`src/rtl/branch_unit_bht_if.sv`:
```
// Resolve-request and result handshake bundle between execute and the
// branch unit. The unit itself uses the slave modport.
interface branch_unit_bht_if #(
    parameter int DATA_WIDTH = 32,
    parameter int ADDR_WIDTH = 32
);
    logic                  in_valid;
    logic                  in_ready;
    logic [1:0]            in_type;
    logic [2:0]            in_func3;
    logic [DATA_WIDTH-1:0] in_rs1;
    logic [DATA_WIDTH-1:0] in_rs2;
    logic [DATA_WIDTH-1:0] in_imm;
    logic [ADDR_WIDTH-1:0] in_pc;
    logic                  in_pred_taken;

    logic                  out_valid;
    logic                  out_ready;
    logic                  out_taken;
    logic [ADDR_WIDTH-1:0] out_redirect_pc;
    logic                  out_mispredict;
    logic                  out_illegal;

    modport master (
        output in_valid, in_type, in_func3, in_rs1, in_rs2, in_imm, in_pc, in_pred_taken,
        input  in_ready,
        input  out_valid, out_taken, out_redirect_pc, out_mispredict, out_illegal,
        output out_ready
    );

    modport slave (
        input  in_valid, in_type, in_func3, in_rs1, in_rs2, in_imm, in_pc, in_pred_taken,
        output in_ready,
        output out_valid, out_taken, out_redirect_pc, out_mispredict, out_illegal,
        input  out_ready
    );
endinterface

```
`src/rtl/branch_unit_bht.sv`:
```
// Branch resolution unit: B-type/JAL/JALR compare and target, a single result
// register with valid/ready, a bimodal saturating-counter BHT and statistics.
module branch_unit_bht #(
    parameter int DATA_WIDTH = 32,
    parameter int ADDR_WIDTH = 32,
    parameter int BHT_DEPTH  = 16,
    parameter int CTR_WIDTH  = 2,
    parameter int STAT_WIDTH = 32
) (
    input  logic                  clk,
    input  logic                  rst,
    input  logic [ADDR_WIDTH-1:0] lk_pc,
    output logic                  lk_taken,
    branch_unit_bht_if.slave      bus,
    output logic [STAT_WIDTH-1:0] stat_branches,
    output logic [STAT_WIDTH-1:0] stat_mispredicts
);
    localparam int IDX_W = $clog2(BHT_DEPTH);
    localparam int EXT_W = (DATA_WIDTH > ADDR_WIDTH) ? DATA_WIDTH : ADDR_WIDTH;
    localparam logic [CTR_WIDTH-1:0] CTR_MAX  = '1;
    localparam logic [CTR_WIDTH-1:0] CTR_INIT = CTR_WIDTH'((1 << (CTR_WIDTH - 1)) - 1);

    typedef enum logic [1:0] {
        T_NONE = 2'b00,
        T_JAL  = 2'b01,
        T_BR   = 2'b10,
        T_JALR = 2'b11
    } br_type_e;

    logic [CTR_WIDTH-1:0]  r_bht [BHT_DEPTH];
    logic                  r_out_valid;
    logic                  r_out_taken;
    logic [ADDR_WIDTH-1:0] r_out_redirect_pc;
    logic                  r_out_mispredict;
    logic                  r_out_illegal;
    logic [STAT_WIDTH-1:0] r_stat_branches;
    logic [STAT_WIDTH-1:0] r_stat_mispredicts;

    br_type_e              w_type;
    logic                  w_in_ready;
    logic                  w_in_fire;
    logic                  w_out_fire;
    logic [IDX_W-1:0]      w_lk_idx;
    logic [IDX_W-1:0]      w_up_idx;
    logic                  w_eq;
    logic                  w_lt_s;
    logic                  w_lt_u;
    logic                  w_cond;
    logic                  w_cond_illegal;
    logic                  w_taken;
    logic                  w_illegal;
    logic                  w_mispredict;
    logic signed [EXT_W-1:0] w_imm_ext;
    logic signed [EXT_W-1:0] w_rs1_ext;
    logic [ADDR_WIDTH-1:0] w_pc_rel;
    logic [ADDR_WIDTH-1:0] w_jalr_sum;
    logic [ADDR_WIDTH-1:0] w_seq_pc;
    logic [ADDR_WIDTH-1:0] w_target;
    logic [ADDR_WIDTH-1:0] w_redirect;
    logic [CTR_WIDTH-1:0]  w_ctr_cur;
    logic                  w_unused_ok;

    assign w_type     = br_type_e'(bus.in_type);
    assign w_in_ready = !r_out_valid || bus.out_ready;
    assign w_in_fire  = bus.in_valid && w_in_ready;
    assign w_out_fire = r_out_valid && bus.out_ready;

    // Fetch lookup and training share the same word-aligned index slice.
    assign w_lk_idx  = lk_pc[IDX_W+1:2];
    assign w_up_idx  = bus.in_pc[IDX_W+1:2];
    assign lk_taken  = r_bht[w_lk_idx][CTR_WIDTH-1];
    assign w_ctr_cur = r_bht[w_up_idx];

    assign w_eq   = (bus.in_rs1 == bus.in_rs2);
    assign w_lt_s = ($signed(bus.in_rs1) < $signed(bus.in_rs2));
    assign w_lt_u = (bus.in_rs1 < bus.in_rs2);

    always_comb begin
        w_cond         = 1'b0;
        w_cond_illegal = 1'b0;
        case (bus.in_func3)
            3'b000:  w_cond = w_eq;
            3'b001:  w_cond = !w_eq;
            3'b100:  w_cond = w_lt_s;
            3'b101:  w_cond = !w_lt_s;
            3'b110:  w_cond = w_lt_u;
            3'b111:  w_cond = !w_lt_u;
            default: w_cond_illegal = 1'b1;
        endcase
    end

    always_comb begin
        w_taken   = 1'b0;
        w_illegal = 1'b0;
        case (w_type)
            T_NONE: w_taken = 1'b0;
            T_JAL,
            T_JALR: w_taken = 1'b1;
            T_BR: begin
                w_taken   = w_cond;
                w_illegal = w_cond_illegal;
            end
            default: w_taken = 1'b0;
        endcase
    end

    // Offsets are sign-extended to the wider of the two widths, then every
    // address sum is truncated so it wraps modulo 2^ADDR_WIDTH.
    assign w_imm_ext  = EXT_W'($signed(bus.in_imm));
    assign w_rs1_ext  = EXT_W'($signed(bus.in_rs1));
    assign w_pc_rel   = bus.in_pc + w_imm_ext[ADDR_WIDTH-1:0];
    assign w_jalr_sum = w_rs1_ext[ADDR_WIDTH-1:0] + w_imm_ext[ADDR_WIDTH-1:0];
    assign w_seq_pc   = bus.in_pc + ADDR_WIDTH'(4);
    assign w_target   = (w_type == T_JALR) ? {w_jalr_sum[ADDR_WIDTH-1:1], 1'b0} : w_pc_rel;
    assign w_redirect = w_taken ? w_target : w_seq_pc;
    assign w_mispredict = w_taken ^ bus.in_pred_taken;

    always_ff @(posedge clk or posedge rst) begin
        if (rst) begin
            r_out_valid       <= 1'b0;
            r_out_taken       <= 1'b0;
            r_out_redirect_pc <= '0;
            r_out_mispredict  <= 1'b0;
            r_out_illegal     <= 1'b0;
        end else if (w_in_fire) begin
            r_out_valid       <= 1'b1;
            r_out_taken       <= w_taken;
            r_out_redirect_pc <= w_redirect;
            r_out_mispredict  <= w_mispredict;
            r_out_illegal     <= w_illegal;
        end else if (w_out_fire) begin
            r_out_valid       <= 1'b0;
        end
    end

    // Illegal B-type encodings still train, as not-taken.
    always_ff @(posedge clk or posedge rst) begin
        if (rst) begin
            for (int i = 0; i < BHT_DEPTH; i++) begin
                r_bht[i] <= CTR_INIT;
            end
        end else if (w_in_fire && (w_type == T_BR)) begin
            if (w_taken) begin
                if (w_ctr_cur != CTR_MAX) begin
                    r_bht[w_up_idx] <= w_ctr_cur + CTR_WIDTH'(1);
                end
            end else if (w_ctr_cur != '0) begin
                r_bht[w_up_idx] <= w_ctr_cur - CTR_WIDTH'(1);
            end
        end
    end

    always_ff @(posedge clk or posedge rst) begin
        if (rst) begin
            r_stat_branches    <= '0;
            r_stat_mispredicts <= '0;
        end else if (w_in_fire) begin
            if (w_type != T_NONE) begin
                r_stat_branches <= r_stat_branches + STAT_WIDTH'(1);
            end
            if (w_mispredict) begin
                r_stat_mispredicts <= r_stat_mispredicts + STAT_WIDTH'(1);
            end
        end
    end

    assign bus.in_ready        = w_in_ready;
    assign bus.out_valid       = r_out_valid;
    assign bus.out_taken       = r_out_taken;
    assign bus.out_redirect_pc = r_out_redirect_pc;
    assign bus.out_mispredict  = r_out_mispredict;
    assign bus.out_illegal     = r_out_illegal;
    assign stat_branches       = r_stat_branches;
    assign stat_mispredicts    = r_stat_mispredicts;

    // Low PC bits, bit 0 of the JALR sum and extension bits are not needed.
    assign w_unused_ok = ^{lk_pc, bus.in_pc, w_imm_ext, w_rs1_ext, w_jalr_sum};
endmodule

```
`src/flat_wrapper.sv`:
```
// flat-port wrapper written by rule: the top's interface ports become plain ports
module branch_unit_bht_flat 
#(
    parameter int DATA_WIDTH = 32,
    parameter int ADDR_WIDTH = 32,
    parameter int BHT_DEPTH  = 16,
    parameter int CTR_WIDTH  = 2,
    parameter int STAT_WIDTH = 32
)
  (clk, rst, lk_pc, lk_taken, stat_branches, stat_mispredicts, bus_in_valid, bus_in_type, bus_in_func3, bus_in_rs1, bus_in_rs2, bus_in_imm, bus_in_pc, bus_in_pred_taken, bus_in_ready, bus_out_valid, bus_out_taken, bus_out_redirect_pc, bus_out_mispredict, bus_out_illegal, bus_out_ready);
  branch_unit_bht_if #(.DATA_WIDTH(DATA_WIDTH), .ADDR_WIDTH(ADDR_WIDTH)) bus_i ();
  input  logic clk;
  input  logic rst;
  input  logic [ADDR_WIDTH-1:0] lk_pc;
  output logic lk_taken;
  output logic [STAT_WIDTH-1:0] stat_branches;
  output logic [STAT_WIDTH-1:0] stat_mispredicts;
  input wire logic [$bits(bus_i.in_valid)-1:0] bus_in_valid;
  input wire logic [$bits(bus_i.in_type)-1:0] bus_in_type;
  input wire logic [$bits(bus_i.in_func3)-1:0] bus_in_func3;
  input wire logic [$bits(bus_i.in_rs1)-1:0] bus_in_rs1;
  input wire logic [$bits(bus_i.in_rs2)-1:0] bus_in_rs2;
  input wire logic [$bits(bus_i.in_imm)-1:0] bus_in_imm;
  input wire logic [$bits(bus_i.in_pc)-1:0] bus_in_pc;
  input wire logic [$bits(bus_i.in_pred_taken)-1:0] bus_in_pred_taken;
  output wire logic [$bits(bus_i.in_ready)-1:0] bus_in_ready;
  output wire logic [$bits(bus_i.out_valid)-1:0] bus_out_valid;
  output wire logic [$bits(bus_i.out_taken)-1:0] bus_out_taken;
  output wire logic [$bits(bus_i.out_redirect_pc)-1:0] bus_out_redirect_pc;
  output wire logic [$bits(bus_i.out_mispredict)-1:0] bus_out_mispredict;
  output wire logic [$bits(bus_i.out_illegal)-1:0] bus_out_illegal;
  input wire logic [$bits(bus_i.out_ready)-1:0] bus_out_ready;
  assign bus_i.in_valid = bus_in_valid;
  assign bus_i.in_type = bus_in_type;
  assign bus_i.in_func3 = bus_in_func3;
  assign bus_i.in_rs1 = bus_in_rs1;
  assign bus_i.in_rs2 = bus_in_rs2;
  assign bus_i.in_imm = bus_in_imm;
  assign bus_i.in_pc = bus_in_pc;
  assign bus_i.in_pred_taken = bus_in_pred_taken;
  assign bus_in_ready = bus_i.in_ready;
  assign bus_out_valid = bus_i.out_valid;
  assign bus_out_taken = bus_i.out_taken;
  assign bus_out_redirect_pc = bus_i.out_redirect_pc;
  assign bus_out_mispredict = bus_i.out_mispredict;
  assign bus_out_illegal = bus_i.out_illegal;
  assign bus_i.out_ready = bus_out_ready;
  branch_unit_bht #(.DATA_WIDTH(DATA_WIDTH), .ADDR_WIDTH(ADDR_WIDTH), .BHT_DEPTH(BHT_DEPTH), .CTR_WIDTH(CTR_WIDTH), .STAT_WIDTH(STAT_WIDTH)) u_core (.clk(clk), .rst(rst), .lk_pc(lk_pc), .lk_taken(lk_taken), .bus(bus_i), .stat_branches(stat_branches), .stat_mispredicts(stat_mispredicts));
endmodule
```
`config.mk`:
```
export PLATFORM = sky130hd
export DESIGN_NAME = branch_unit_bht_flat
export DESIGN_NICKNAME = d
export VERILOG_FILES = /design/src/rtl/branch_unit_bht_if.sv /design/src/rtl/branch_unit_bht.sv /design/src/flat_wrapper.sv
export SDC_FILE = /design/constraint.sdc
export NUM_CORES = 1
export LEC_CHECK = 0
export BUFFER_PORTS_ARGS = -buffer_cell sky130_fd_sc_hd__buf_2
export CAP_MARGIN = 10
export CORE_ASPECT_RATIO = 0.6
export CORE_MARGIN = 5
export CORE_UTILIZATION = 40
export DETAILED_ROUTE_END_ITERATION = 8
export PLACE_DENSITY_LB_ADDON = 0.08
export SLEW_MARGIN = 5
export SYNTH_ARGS = -nofsm -noshare
export SYNTH_HDL_FRONTEND = slang
export SYNTH_SLANG_ARGS = --single-unit
```
`constraint.sdc`:
```
create_clock -name clk -period 6.6 [get_ports clk]
set_input_delay 0.99 -clock clk [delete_from_list [all_inputs] [get_ports clk]]
set_output_delay 0.99 -clock clk [all_outputs]
set_load 0.02 [all_outputs]
```
* Word-level counts from Yosys, hierarchy flattened
Index checks and enable logic that the tools add are counted.
W data, S select, Z words.
** Operators by class
- Add/subtract/negate cells :: 7
- Order comparisons :: 5
- Eq/ne operators :: 11
- Multiplexer cells :: 21
- Bitwise operators :: 3
- Reduce and logical (&&, ||, !) cells :: 20
** Operators by type and width (count)
- $mux W32 :: 5
- $add A32 B1 Y32 const B :: 2
- $add A32 B32 Y32 :: 2
- $bwmux W32 :: 2
- $lt A32 B32 Y1 :: 2
- $add A32 B3 Y32 const B :: 1
- $eq A32 B32 Y1 :: 1
- $bmux W2 S4 :: 2
- $eq A3 B3 Y1 const B :: 4
- $ge A5 B5 Y1 const B :: 2
- $mux W2 :: 5
- $not A4 Y5 :: 2
- $demux W2 S4 :: 1
- $reduce_bool A2 Y1 :: 4
- $pmux W1 S6 :: 1
- $reduce_or A6 Y1 :: 1
- $lt A5 B1 Y1 const B :: 1
- $eq A2 B2 Y1 const B :: 2
- $logic_and A1 B1 Y1 :: 4
- $logic_not A1 Y1 :: 4
- $mux W1 :: 4
- $ne A2 B2 Y1 const B :: 2
- $reduce_and A2 Y1 :: 2
- $eq A3 B1 Y1 const B :: 1
- other kinds (10) :: 10
** Word-level totals
- Register bits after elaboration :: 132
- Bits of input ports :: 170

* Depth between registers and ports, before layout
Gate-level depths: netlist (run 1).
- Depth after elaboration :: 8
- Depth in mapped cells :: 15
- Gate-level depth less buffers :: 14

* Worst setup path after synthesis (run 1)
Ideal clock, no wire load.
- Path type :: input port to flip-flop
- Start :: input bus_in_pc[2]
- End :: register u_core.r_bht[3] (netlist bit)
- Setup time :: 0.125 ns
- Arrival :: 4.145 ns
- Setup slack :: 2.330 ns
- Cell stages on the path :: 13
- Path buffers :: 3
- Cell sequence :: buf_1 -> mux4_2 -> mux2_2 -> o21ai_1 -> clkbuf_1 -> inv_1 -> ha_1 -> nand2_1 -> a31oi_1 -> nor4_4 -> buf_6 -> and3_1 -> mux2_2
** On the way
- Cells in the longest elaborated chain, start to end :: 8
- Elaborated cells on any way between the ends :: 21
- Classes of those cells :: add/sub (2); order compare (2); eq/ne (2); mux (10); bitwise (1); reduce/logical (4)
** Ends and longest elaborated chain
- from (decl) :: RTL line flat_wrapper.sv:24 : input wire logic [$bits(bus_i.in_pc)-1:0] bus_in_pc;
- $not A4 Y5 (implied by the code) (*) :: RTL line branch_unit_bht.sv:72, branch_unit_bht.sv:145, branch_unit_bht.sv:148
- $bmux W2 S4 (tied with other cells) :: RTL line branch_unit_bht.sv:72 : assign w_ctr_cur = r_bht[w_up_idx];
- $mux W2 (implied by the code) or $logic_and A1 B1 Y1 (tied branches) :: RTL line branch_unit_bht.sv:72, branch_unit_bht.sv:145, branch_unit_bht.sv:148
- $mux W2 (on tied branches) :: RTL line branch_unit_bht.sv:72, branch_unit_bht.sv:145, branch_unit_bht.sv:148
- $sub A2 B1 Y2 (tied with other cells) :: RTL line branch_unit_bht.sv:148 : r_bht[w_up_idx] <= w_ctr_cur - CTR_WIDTH'(1);
- $bwmux W32 (on tied branches) :: RTL line branch_unit_bht.sv:148, branch_unit_bht.sv:145
- $mux W32 (on tied branches) :: RTL line branch_unit_bht.sv:147, branch_unit_bht.sv:144
- $mux W32 :: RTL line branch_unit_bht.sv:143 : if (w_taken) begin
- to (signal, indexed assignment) :: RTL line branch_unit_bht.sv:145 : r_bht[w_up_idx] <= w_ctr_cur + CTR_WIDTH'(1);
- to (signal, indexed assignment) :: RTL line branch_unit_bht.sv:148
- to (decl) :: RTL line branch_unit_bht.sv:30 : logic [CTR_WIDTH-1:0] r_bht [BHT_DEPTH];
Mark *: on every way between the ends. The rest lies on a longest branch, timed or not. The select of a mux whose other input is x is not followed.
A chain may end at the register's enable or synchronous reset.

* Worst setup path after layout (run 1)
- Start :: input bus_in_rs1[28]
- End :: register u_core.r_bht[29] (netlist bit)
** On the way
- Cells in the longest elaborated chain, start to end :: 6
- Elaborated cells on any way between the ends :: 12
- Classes of those cells :: order compare (2); eq/ne (2); mux (3); reduce/logical (5)
** Ends and longest elaborated chain
- from (decl) :: RTL line flat_wrapper.sv:21 : input wire logic [$bits(bus_i.in_rs1)-1:0] bus_in_rs1;
- $lt A32 B32 Y1 (tied with other cells) :: RTL line branch_unit_bht.sv:76 : assign w_lt_u = (bus.in_rs1 < bus.in_rs2);
- $logic_not A1 Y1 (on tied branches) :: RTL line branch_unit_bht.sv:87, branch_unit_bht.sv:83, branch_unit_bht.sv:85
- $pmux W1 S6 (*) :: RTL line branch_unit_bht.sv:81 : case (bus.in_func3)
- $pmux W1 S3 (*) :: RTL line branch_unit_bht.sv:95 : case (w_type)
- $ne A2 B2 Y1 (no line) or $reduce_bool A2 Y1 (tied branches)
- $reduce_and A3 Y1 (no line)
Mark *: on every way between the ends. The rest lies on a longest branch, timed or not.

==> results of run 1 <==
## worst register-to-register path, stage by stage (launching register included)
cell	delay [ns]
dfstp_2	0.37
mux4_2	0.47
mux2_2	0.27
o21ai_1	0.50
buf_4	0.28
inv_1	0.06
ha_1	0.21
nand2_1	0.08
a31oi_1	0.07
nor4_4	0.82
and4bb_2	0.38
mux2_2	0.35
## final cells by class
type / instances / share of cell area
timing repair buffer: 251 / 0.0975
multi-input combinational: 988 / 0.552
clock buffer: 19 / 0.0338
inverter: 59 / 0.0171
clock inverter: 13 / 0.0114
antenna: 2 / 0.000382
sequential: 132 / 0.254
tap: 360 / 0.0344
## final timing paths
path                                                       end  slack [ns]  cells after the start
worst min register to register  u_core.bus.out_redirect_pc[18]        0.46                      2
max in group asynchronous           u_core.stat_mispredicts[8]        4.43                      3
min in group asynchronous              u_core.stat_branches[7]        0.73                      2
worst min-delay path            u_core.bus.out_redirect_pc[18]        0.46                      2
worst max register to register                u_core.r_bht[29]        2.62                     11
worst max-delay path                          u_core.r_bht[29]        1.82                     12
## per-layer routing
layer	up-vias	track usage	part of all wire
met5	-	0	0.0010
met4	6	0.0394	0.0086
met3	28	0.0453	0.064
met2	263	0.315	0.42
met1	4558	0.330	0.51
li1	4902	-	-
## through the flow
step	cells	setup slack (ns)	util	hold slack [ns]	power, mW
final	1824	1.82	0.491	0.461	2.86
after global routing	1824	1.62	0.491	0.483	3.03
after CTS	1822	1.78	0.491	0.468	2.89
after detailed placement	1790	1.37	0.469	0.456	1.92
after global placement	1790	1.37	0.469	0.450	1.91
after floorplan	1213	2.11	-	0.476	1.59
## placed cells by master (no fill, tap or decap), types with 8 or more instances in the layout
cell         n
a21o_1      16
a21oi_1     79
a31oi_1     10
and3_1      26
buf_2      243
buf_4        8
clkbuf_16   17
dfrtp_1    116
dfstp_2     16
ha_1       101
inv_1       58
mux2_1      13
mux2_2      23
mux4_2      14
nand2_1    133
nand2b_1    15
nand3_1     52
nand4_1     30
nor2_1      59
nor2b_1     11
nor3_1      19
o211ai_1    25
o21a_1      10
o21ai_0     81
or3_1        8
xnor2_1     92
xor2_1      50
## logic make-up (layout without fill, tap and decap cells)
kind of cell               after synthesis  in the layout  share of synthesized area
adders and majority gates              103            103                      0.120
other                                    0              2                          0
DFF                                    132            132                      0.305
xor gates and xnor gates               144            144                      0.118
and+or+nand+nor                        406            406                      0.195
muxes                                   53             53                     0.0688
AOI/OAI and AO/OA                      282            282                      0.160
buffers and inverters                   93            342                     0.0332
## power by group through the flow
stage,clock network (mW),logic (mW),registers (mW)
final,0.956,0.911,0.989
after global routing,1.02,1.01,1.00
after CTS,0.980,0.916,0.990
after detailed placement,0,0.912,1.00
after global placement,0,0.907,0.998
after floorplan,0,0.505,1.08
==> results.yml, run 1 <==
finish:
  num-nets-final: 1722
  drive_above_1_share: 0.252
  multiInputGateArea_um2: 7220
  syn_to_final_growth_pct: 20.1
  nFillCells: 2582
  seq_area_um2: 3320
  final_area_um2: 13100
logic_synthesis:
  avgSynthCellArea_um2: 8.99
  syn_nets: 1486
  yosysSeqAreaShare: 0.305
  ys_types: 77
  synth_area_um2: 10900
  synthTopCellsByArea: "dfrtp_1 27%, ha_1 12%, xnor2_1 7.4%"
  netlist_instances: 1213
  yosysMostFrequentCell: "nand2_1"
  synth-edff-count: 0
  synth_common_cells: "134 x nand2_1, 116 x dfrtp_1, 101 x ha_1, 92 x xnor2_1, 81 x o21ai_0"
  ys_seq_elements: 132
  synth.top_cell.area_share: 0.266
  yosys.area.top_type: "dfrtp_1"
  yosys_warnings: 0
  synth-async-reset-ratio: 1.00
  synth_top_flop_cell: "dfrtp_1"
power:
  comb_power_share: 0.319
  switching_power_mw: 1.02
  worst_ir_drop_vdd_v: 0.000165
  intPower_mw: 1.83
  power.leakage_nw: 6.33
  clock_power_share: 0.335
  p_seq_frac: 0.346
  p_per_area_nw_per_um2: 218
  switching_share: 0.358
hold_path:
  hold_class: "reg -> reg"
  hold_start: "u_core.bus.out_redirect_pc[18]"
worst_setup_path:
  cp_num_buf_inv: 1
  cp.required_ns: 6.92
  start_kind: "input port"
  cp-end-kind: "flip-flop"
  critical_path_class: "in -> reg"
  slowest_stage: "nor4_4"
  cpPeakStageDelay_ns: 0.73
  timing.critical_path.from: "bus_in_rs1[28]"
  arrival_ns: 5.10
  crit_path_cell_trace: "buf_2, ha_1, and3_1, nand3_1, nor4_2, o41ai_1, a41o_1, nor3_2, and4b_1, nor4_4, and4bb_2, mux2_2"
  cp_max_fo: 15
  critPathTopFamily: "simple AND/OR/NAND/NOR gates"
timing:
  period_needed_ns: 4.78
  post-route-period-util: 0.724
  clock.fmax_ghz: 0.209
  skew_ns: 0.0136
  worst_pin_slew_ns: 0.973
  finalHoldViolCount: 0
  relSlewSlack: 0.347
  drv_slew: 0
  fin_setup_tns_ns: 0
  rsz0062_at_grt: "no"
  finalSetupViolCount: 0
routing:
  viasPerCell: 5.35
  wl_per_cell_um: 18.3
  wirelength_um: 33400
  vias: 9757
  dr.pass1.iters: 4
  route.detailed.drc: 0
  drt_iter0_drc: 629
  ant_nets: 0
clock_tree:
  cts_setup_buffers: 0
  cts_root_buf: "clkbuf_16"
  post_cts_resized: 0
  cts_made_buffers: 17
  ctsHoldBuffers: 0
  clockBufferDepth: 2
  path_clk_slew_ns: 0.06
  cts_tree: "built"
  worstSkewPairLatency_ns: 0.44
  cts_sinks: 132
  htree_levels: 4
floorplanning:
  rows: 46
  die_h_um: 138
  die_w_um: 223
  initial_core_util: 0.409
  io-pin-count: 272
  core_um2: 26600
  fp.dieArea_um2: 30800
place:
  io_buffers: 243
  post-dp-hpwl_um: 26800
  gp_congestion: 0.861
  place_area_um2: 12500
status:
  outcome: "complete, no violations"
grt:
  antenna_found_initial: 5
  grt_use_total: 0.215
  grt_max_degree: 72
  grt_pass1_wl_um: 52300
  grt_pass1_vias: 9327
  grt_overflow: 0
flow_run:
  maxCapViolCount: 0
No activity file was read; power rests on OpenSTA's default activity.
==> run 2: changes to the inputs <==
--- a/config.mk
+++ b/config.mk
@@ -5,6 +5,7 @@
 export SDC_FILE = /design/constraint.sdc
 export NUM_CORES = 1
 export LEC_CHECK = 0
+export ABC_AREA = 1
 export BUFFER_PORTS_ARGS = -buffer_cell sky130_fd_sc_hd__buf_2
 export CAP_MARGIN = 10
 export CORE_ASPECT_RATIO = 0.6
==> constraint.sdc (replaced) <==
create_clock -name clk -period 4.7 [get_ports clk]
set_input_delay 0.705 -clock clk [delete_from_list [all_inputs] [get_ports clk]]
set_output_delay 0.705 -clock clk [all_outputs]
set_load 0.02 [all_outputs]
==> run 2 against run 1 <==
Critical path depth grew 5. Routed wire length rose by 45%. Global-route usage increased by 4.7 points. Clock power rose by 34%. Die area is 17% higher. Power up 45%. Non-clock buffer count increased by 6. Clock-buffer cell count grew 4. Synthesized cell count rose by 63%. Sequential power rose by 43%. First-iteration DRC count grew 130%. Area after synthesis rose by 19%. Critical path type unchanged. Largest cell class unchanged.
==> results.yml, run 2 <==
grt:
  grt_use_total: 0.262
  grt_max_degree: 107
  grt_pass1_vias: 13100
  grt_pass1_wl_um: 75000
  antenna_found_initial: 1
  grt_overflow: 0
finish:
  final_cell_mix: "550 x nand2_1, 243 x buf_2, 210 x inv_1, 210 x nor2_1, 135 x a21oi_1"
  syn_to_final_growth_pct: 16.7
  final_common_cell: "nand2_1"
  drive_above_1_share: 0.150
  nFillCells: 3439
  num-nets-final: 2479
  fin_util: 0.469
power:
  worst_ir_drop_vdd_v: 0.000288
  p_per_area_nw_per_um2: 275
  power.leakage_nw: 7.77
worst_setup_path:
  cp.required_ns: 5.07
  cp_max_fo: 34
  arrival_ns: 3.82
  critical_path_class: "in -> reg"
  start_kind: "input port"
  cp-end-kind: "flip-flop"
logic_synthesis:
  synth_area_um2: 12900
  synth_top_flop_cell: "dfrtp_1"
  synth-adder-area-share: 0.101
  synthTopCellsByArea: "dfrtp_1 22%, nand2_1 16%, ha_1 9.8%"
  synth-async-reset-ratio: 1.00
  yosysSeqAreaShare: 0.257
  ys_types: 49
  ys_seq_elements: 132
  syn_nets: 2249
  yosys.area.top_type: "dfrtp_1"
  synth-compound-area-share: 0.136
  synth.top_cell.area_share: 0.225
  yosysMostFrequentCell: "nand2_1"
  synth_top_family_by_area: "simple AND/OR/NAND/NOR gates"
  netlist_instances: 1976
  synth_xor_area_frac: 0.0657
  synth_common_cells: "551 x nand2_1, 212 x inv_1, 210 x nor2_1, 136 x a21oi_1, 124 x nand3_1"
  synth-edff-count: 0
  synthSimpleGateAreaFrac: 0.354
  synthMuxAreaShare: 0.00310
  avgSynthCellArea_um2: 6.54
  yosys_warnings: 0
routing:
  ant_nets: 0
  drt_iter0_drc: 1459
  dr.pass1.iters: 5
  route.detailed.drc: 0
  vias: 14100
  viasPerCell: 5.35
  wl_per_cell_um: 18.3
  wirelength_um: 48300
hold_path:
  hold_class: "reg -> reg"
timing:
  period_needed_ns: 3.45
  worst_pin_slew_ns: 0.979
  hold-worst-slack_ns: 0.459
  rsz0062_at_grt: "no"
  clock.fmax_ghz: 0.290
  skew_ns: 0.0118
  drv_slew: 0
  finalSetupViolCount: 0
  relSlewSlack: 0.347
  worst_slack_ns: 1.25
  fin_setup_tns_ns: 0
  finalHoldViolCount: 0
  post-route-period-util: 0.734
status:
  outcome: "complete, no violations"
place:
  post-dp-hpwl_um: 39300
  io_buffers: 243
  gp_congestion: 0.973
  pre_cts_ws_ns: 0.840
clock_tree:
  cts_setup_buffers: 0
  clockBufferDepth: 2
  worstSkewPairLatency_ns: 0.43
  path_clk_slew_ns: 0.06
  cts_sinks: 132
  post_cts_resized: 0
  cts_tree: "built"
  ctsHoldBuffers: 0
  cts_made_buffers: 17
  cts_root_buf: "clkbuf_16"
  htree_levels: 4
floorplanning:
  die_w_um: 242
  core_um2: 32200
  initial_core_util: 0.402
  fp.dieArea_um2: 36100
  die_h_um: 149
  io-pin-count: 272
  rows: 51
flow_run:
  maxCapViolCount: 0
run 2: critical path, cell delays in order:
cell and delay (ns):
buf_2 0.11, ha_1 0.31, nand4_1 0.13, nor2_1 0.21, nand3_1 0.36, nor2_2 0.26, o21ai_1 0.09, o21ai_0 0.07
nand2_1 0.07, nor2_1 0.10, nand3_2 0.15, nand2_4 0.15, nand2_4 0.29, nand2_2 0.17, buf_4 0.35, nand4_1 0.16
nand2_1 0.10
run 2: per-stage QoR:
stage                     instances  cell area, um2  total power, mW
after global routing           2644           15100             4.41
after CTS                      2643           15100             4.16
after global placement         2611           14500             2.86
after floorplan                1976           12900             2.35
final                          2644           15100             4.15
after detailed placement       2611           14500             2.87
run 2: kinds of logic after synthesis:
family          Yosys count
fa+ha+maj               103
flops                   132
xor+xnor                 97
mux                       4
buf+inv                 262
simple gates           1058
compound gates          320
run 2: path summary, 6_finish.rpt:
path	cells after the start	end	from	slack [ns]
worst min-delay path	2	flip-flop	flip-flop	0.46
min in group asynchronous	2	u_core.stat_mispredicts[24]	rst	0.51
worst min register to register	2	flip-flop	flip-flop	0.46
max in group asynchronous	3	u_core.stat_mispredicts[17]	rst	3.24
worst max-delay path	17	u_core.stat_mispredicts[18]	bus_in_rs1[15]	1.25
worst max register to register	11	u_core.stat_branches[30]	u_core.stat_branches[0]	2.22
run 2: cell type report:
type	instances	area [um2]	share of cell area
diodes	1	2.50	0.000166
inverters	216	816	0.0541
well taps	424	531	0.0352
clock inverters	9	82.6	0.00548
repair buffers	257	1320	0.0876
multi-input cells	1582	8530	0.566
flip-flops and latches	132	3320	0.220
clock buffers	23	468	0.0310
run 2: routing by layer:
layer	wire, um	GRT usage
met1	25900	0.432
met2	17400	0.336
met3	4570	0.0664
met4	498	0.0445
met5	0	0
run 2: report_power, final:
part	internal, mW	leakage, nW	total (mW)	switching (mW)
logic	0.470	5.85	1.46	0.990
registers	1.29	1.67	1.41	0.127
clock network	0.752	0.255	1.28	0.525
==> run 3: changes to the inputs <==
==> constraint.sdc (replaced) <==
create_clock -name clk -period 2.95 [get_ports clk]
set_input_delay 0.4425 -clock clk [delete_from_list [all_inputs] [get_ports clk]]
set_output_delay 0.4425 -clock clk [all_outputs]
set_load 0.02 [all_outputs]
==> run 3 against run 2 <==
Critical endpoint is now u_core.stat_mispredicts[25]. First-iteration DRC count down 3.8%. Critical path depth up 3. Clock power up 75%. Core utilization up 2.5 points. Non-clock buffer count up 87. Register-to-register slack worse by 1.8 ns. Power up 68%. Die area unchanged. Largest power group unchanged. Setup slack worse by 1.0 ns. Routed wire length up 1.4%. Sequential share of layout area down 1.1 points. Hold slack worse by 0.34 ns.
==> results.yml, run 3 (synthesis gave the netlist of run 2 again) <==
routing:
  dr.pass1.iters: 5
  route.detailed.drc: 0
  wirelength_um: 49000
  wl_per_cell_um: 17.9
  vias: 14400
  drt_iter0_drc: 1403
  viasPerCell: 5.28
  ant_nets: 0
timing:
  finalSetupViolCount: 0
  drv_slew: 0
  clock.fmax_ghz: 0.367
  worst_pin_slew_ns: 0.730
  skew_ns: 0.00603
  post-route-period-util: 0.924
  finalHoldViolCount: 0
  fin_setup_tns_ns: 0
  worst_slack_ns: 0.224
  relSlewSlack: 0.509
  period_needed_ns: 2.73
  rsz0062_at_grt: "no"
clock_tree:
  worstSkewPairLatency_ns: 0.43
  cts_made_buffers: 17
  htree_levels: 4
  cts_sinks: 132
  cts_tree: "built"
  ctsHoldBuffers: 0
  path_clk_slew_ns: 0.06
  cts_root_buf: "clkbuf_16"
  cts_setup_buffers: 0
  clockBufferDepth: 2
floorplanning:
  die_w_um: 242
  rows: 51
  core_um2: 32200
  fp.dieArea_um2: 36100
  die_h_um: 149
  initial_core_util: 0.402
  io-pin-count: 272
finish:
  antenna_cells: 0
  final_cell_count_no_fill: 2730
  drive_above_1_share: 0.183
  final_common_cell: "nand2_1"
  fin_util: 0.494
  syn_to_final_growth_pct: 22.8
  final_cell_mix: "550 x nand2_1, 243 x buf_2, 210 x inv_1, 209 x nor2_1, 135 x a21oi_1"
  num-nets-final: 2566
  nFillCells: 3387
power:
  total_power_mw: 6.98
  p_per_area_nw_per_um2: 439
  power.leakage_nw: 8.25
  worst_ir_drop_vdd_v: 0.000348
place:
  post-dp-hpwl_um: 40400
  dp.cells: 2698
  pre_cts_ws_ns: -0.285
  io_buffers: 243
  gp_congestion: 0.953
worst_setup_path:
  cpPeakStageDelay_ns: 0.29
  critPathTopFamily: "simple AND/OR/NAND/NOR gates"
  cp_max_fo: 33
  slowest_stage: "ha_1"
  arrival_ns: 3.04
  start_kind: "input port"
  critical_path_class: "in -> reg"
  crit_path_cell_trace: "buf_2, ha_1, nand2_1, nor2_2, nand2_1, nand2_1, nand2_1, nand2_1, nand2_1, nand3_1, nand2_1, nor2_1, nand3_2, nand2_4, nand2_4, nand2_2, nand3_2, buf_12, nand2_1, nand2_1"
  cp.required_ns: 3.27
  cp-end-kind: "flip-flop"
  cp_num_buf_inv: 2
  crit_top_cell: "nand2_1"
grt:
  antenna_found_initial: 0
  grt_overflow: 0
  grt_pass1_vias: 13100
  grt_use_total: 0.265
  grt_pass1_wl_um: 75900
  grt_max_degree: 60
hold_path:
  hold_class: "in -> async"
status:
  outcome: "complete, no violations"
flow_run:
  maxCapViolCount: 0
## run 3: final timing paths
path	from	to	slack (ns)	cells past startpoint
worst max-delay path	bus_in_rs1[7]	u_core.stat_mispredicts[25]	0.22	20
worst min-delay path	rst	u_core.stat_branches[29]	0.12	2
worst max register to register	u_core.stat_branches[0]	u_core.stat_branches[30]	0.46	11
worst min register to register	flip-flop	flip-flop	0.46	2
max in group asynchronous	rst	async pin	2.06	3
min in group clk	bus_in_pc[1]	u_core.bus.out_redirect_pc[1]	0.28	3
## run 3: worst reg2reg max path: cells and delay by family (launching register included)
kind / cells / cell delay [ns]
xor gates and xnor gates: 1 / 0.12
adders and majority gates: 1 / 0.22
DFF: 1 / 0.43
and+or+nand+nor: 9 / 1.61
## run 3: metrics by stage
stage | hold slack (ns) | area [um2]
detailed placement | 0.450 | 15300
floorplan | 0.441 | 12900
global route | 0.160 | 15900
global placement | 0.451 | 15300
CTS | 0.133 | 15900
finish | 0.122 | 15900
## run 3: report_power, final
group	internal [mW]	leakage [nW]	total [mW]	switching, mW
registers	2.05	1.67	2.25	0.202
clock network	1.38	0.290	2.24	0.864
logic	0.869	6.29	2.48	1.61
total	4.30	8.25	6.98	2.68
## run 3: repair_timing
| action | CTS | global route |
|---|---|---|
| gates resized for setup | 0 | 1 |
| endpoints found under the setup margin | 0 | 53 |
| hold endpoints to repair | 0 | 0 |
## run 3: final cells by class
class	instances	area, um2	share of cell area
multi-input cells	1582	8540	0.538
flip-flops and latches	132	3320	0.209
repair buffers	344	2060	0.130
inverters	216	815	0.0513
well taps	424	531	0.0334
clock buffers	21	460	0.0290
clock inverters	11	149	0.00938
## run 3: per-layer routing
metal	routed length, um	global-route usage
met4	358	0.0351
met1	27000	0.449
met2	17800	0.340
met5	0	0
met3	3820	0.0537
